$ cat src/rtl/logic_control.sv
// Microwave control logic: synchronises the front-panel, door and timer inputs
// and drives mutually exclusive, fail-safe Set/Reset commands to the magnetron latch.
module logic_control #(
  parameter int SYNC_STAGES = 2
) (
  input  logic clk,
  input  logic rst,
  input  logic startn,
  input  logic stopn,
  input  logic clearn,
  input  logic door_closed,
  input  logic timer_done,
  output logic S,
  output logic R
);

  // Bit order: {startn, stopn, clearn, door_closed, timer_done}; safe = buttons
  // released, door open, timer idle, which keeps the magnetron off after reset.
  localparam logic [4:0] SAFE_VALUE = 5'b11100;

  logic [4:0] rawIn;
  logic [4:0] syncChain_q [SYNC_STAGES];
  logic [4:0] syncOut;

  logic startn_s;
  logic stopn_s;
  logic clearn_s;
  logic door_closed_s;
  logic timer_done_s;

  logic sNext_d;
  logic rNext_d;
  logic sOut_q;
  logic rOut_q;

  assign rawIn = {startn, stopn, clearn, door_closed, timer_done};

  always_ff @(posedge clk) begin
    if (rst) begin
      syncChain_q[0] <= SAFE_VALUE;
    end else begin
      syncChain_q[0] <= rawIn;
    end
  end

  for (genvar g = 1; g < SYNC_STAGES; g++) begin : gSyncStage
    always_ff @(posedge clk) begin
      if (rst) begin
        syncChain_q[g] <= SAFE_VALUE;
      end else begin
        syncChain_q[g] <= syncChain_q[g-1];
      end
    end
  end

  assign syncOut = syncChain_q[SYNC_STAGES-1];
  assign {startn_s, stopn_s, clearn_s, door_closed_s, timer_done_s} = syncOut;

  // Any stop condition wins outright; S is masked so both commands can never be high.
  always_comb begin
    rNext_d = ~door_closed_s | ~stopn_s | ~clearn_s | timer_done_s;
    sNext_d = ~startn_s & door_closed_s & ~timer_done_s & ~rNext_d;
  end

  always_ff @(posedge clk) begin
    if (rst) begin
      sOut_q <= 1'b0;
      rOut_q <= 1'b1;
    end else begin
      sOut_q <= sNext_d;
      rOut_q <= rNext_d;
    end
  end

  assign S = sOut_q;
  assign R = rOut_q;

endmodule

$ cat config.mk
export PLATFORM = sky130hd
export DESIGN_NAME = logic_control
export DESIGN_NICKNAME = d
export VERILOG_FILES = /design/src/rtl/logic_control.sv
export SDC_FILE = /design/constraint.sdc
export NUM_CORES = 1
export LEC_CHECK = 0
export BUFFER_PORTS_ARGS = -buffer_cell sky130_fd_sc_hd__buf_2
export CORE_AREA = 2 2 39 41
export DETAILED_ROUTE_END_ITERATION = 8
export DIE_AREA = 0 0 41 43
export GPL_TIMING_DRIVEN = 0
export MAX_ROUTING_LAYER = met4
export PLACE_DENSITY_LB_ADDON = 0.3
export SYNTH_ARGS = -nofsm -noshare
export SYNTH_HDL_FRONTEND = slang
export SYNTH_SLANG_ARGS = --single-unit
$ cat constraint.sdc
create_clock -name clk -period 1.26 [get_ports clk]
set_input_delay 0.063 -clock clk [delete_from_list [all_inputs] [get_ports clk]]
set_output_delay 0.063 -clock clk [all_outputs]
set_load 0.03 [all_outputs]
==> reports/metrics.yaml <==
synthesis:
  syn_inst: 26
  syn_nets: 33
  yosysSeqAreaShare_pct: 72.45
  synth_area_sq_um: 331.6
  synth.avg_cell_area_sq_um: 12.75
  ys_ff_latch: 12
  ys_warn_count: 0
  ys_types: 7
clock_tree:
  cts.sinks: 12
  cts_tree: "yes"
  h-tree-depth: 1
  cts_resized: 0
  clk_latency_ps: 260
  numCtsBuffers: 3
  post-cts-setup-buffer-count: 0
  holdBufCountCts: 4
  clkTransAtPathRegs_ps: 70
  clock_path_buffers: 2
  clockRootBuffer: "clkbuf_4"
timing:
  fin_crit_sh_pct: 77.31
  fin_hold_ws_ps: 8.580
  finalSetupViolCount: 0
  drv_slew: 0
  rsz0062_at_grt: "no"
  period_needed_ps: 974.1
  hold_violations: 0
  worstMarginPinSlew_ps: 174.7
  clock_skew_ps: 1.392
  fmax_mhz: 1027
  layout_setup_ws_ps: 285.9
  slew-limit-headroom_pct: 88.25
  tns_ps: 0
cells_and_area:
  fin_cells: 57
  antenna_cells: 0
  fin_util_pct: 32.82
  layout.nets: 50
  syn2layout_area_growth_pct: 36.98
  final_common_cell: "dfxtp_1"
  layout_common_cells: "dfxtp_1, buf_2, or2_1, nor2b_1, dlygate4sd3_1"
  layout-drive-gt1-share_pct: 31.71
grt:
  grt_pass1_vias: 180
  grt.overflow.total: 0
  antenna_found_initial: 0
  grtUsageTotal_pct: 7.453
  grt_pass1_wl_microns: 738
  grt_max_degree: 11
power_and_ir_drop:
  p_leak_nw: 0.1857
  pwr_density_cell_nw_per_um2: 1441
  vdd_drop_max_uv: 400.6
worst_setup_path:
  timing.rr.start: "syncChain_q[1][2]"
  crit_chain: "dlygate4sd3_1, buf_2, buf_2, or2_1"
  crit_path_frequent_cell: "buf_2"
  cp-startpoint: "rst"
  worstSetupPathType: "in2reg"
  timing.rr.end: "R"
  worst-path-stages: 4
  worstSetupEndpoint: "syncChain_q[1][2]"
  path_max_fanout: 10
  slowest_delay_ps: 530
  cp-end-kind: "register"
  slowest_stage: "dlygate4sd3_1"
  critPathTopFamily: "buffers and inverters"
  r2r_cells: 2
  cp_num_buf_inv: 3
  startpoint_type: "input port"
  worstPathRequired_ps: 1410
  ff2ff_setup_slack_ps: 420
  cp.arrival_ps: 1130
detailed_routing:
  firstDrtPassIters: 4
  viasPerCell: 3.667
  ant_nets: 0
  wl_per_cell_microns: 7.684
  drcViolationCount: 0
  initialDrtViolationCount: 1
  finalWirelength_microns: 438
  vias: 209
floorplan:
  fp.dieW_microns: 41
  core_sq_um: 1384
  initial_core_util_pct: 23.96
  ios: 9
  num_rows: 14
  die_area_sq_um: 1763
  die_h_microns: 43
min_path:
  hp-class: "in2reg"
placement:
  globalplace.congestion: 0.6038
  dp_slack_ps: 416.1
  placed_cells: 50
  port_buffers: 8
  post-dp-hpwl_microns: 299.1
status:
  status: "complete, no violations"
job:
  cap_violations: 0
power by group:
group	total, mW	switching (mW)	internal, mW
combinational	0.0371	0.0133	0.0238
clock	0.219	0.108	0.110
sequential	0.399	0.00377	0.395
total	0.655	0.126	0.529
state kept, by name, indices dropped and copies added, names as in the netlist:
name	count
R	1
S	1
syncChain_q	10
layer usage:
metal | track usage, % | part of all wire [%] | wire, microns
met3 | 3.141 | 9.1 | 40
met2 | 7.813 | 49 | 215
met5 | - | 0 | 0
met4 | 12.00 | 0 | 0
met1 | 7.541 | 42 | 182
worst register-to-register path: cells and delay by family (launching register included):
kind	cells	cell delay (ps)
simple gates	2	410
flops	1	310
final cells by class:
type,instances,area [sq um]
buffer,1,5.005
clock buffer,3,22.52
fill,146,929.6
multi-input combinational,13,86.33
sequential,12,240.2
tap,16,20.02
timing repair buffer,12,80.08
cell families after synthesis:
kind of cell / share of synthesized area, %
and+or+nand+nor: 26.04
DFF: 72.45
buffers and inverters: 1.508
worst min-delay path by stage:
stage	startpoint	end	slack [ps]	depth (start not counted)
after floorplan	rst	syncChain_q[1][0]	130	1
after global placement	clearn	syncChain_q[0][2]	240	2
after detailed placement	startn	syncChain_q[0][4]	240	2
after CTS	door_closed	syncChain_q[0][1]	1	2
after global routing	door_closed	syncChain_q[0][1]	9	2
final	door_closed	syncChain_q[0][1]	9	2
Yosys cell counts:
cell type	n	share of area, %
nand3_1	1	1.5
buf_2	1	1.5
or2_1	6	11
or3_1	1	1.9
dfxtp_1	12	72
nor4_2	1	3.8
nor2b_1	4	7.5
stage by stage:
stage          instance area [sq um]  total power, mW
6_report                       454.2           0.6546
5_1_grt                        454.2           0.6863
4_1_cts                        454.2           0.6661
3_5_place_dp                   391.6           0.4358
3_3_place_gp                   391.6           0.4336
2_1_floorplan                  331.6           0.4226
No activity file was read; power rests on OpenSTA's default activity.
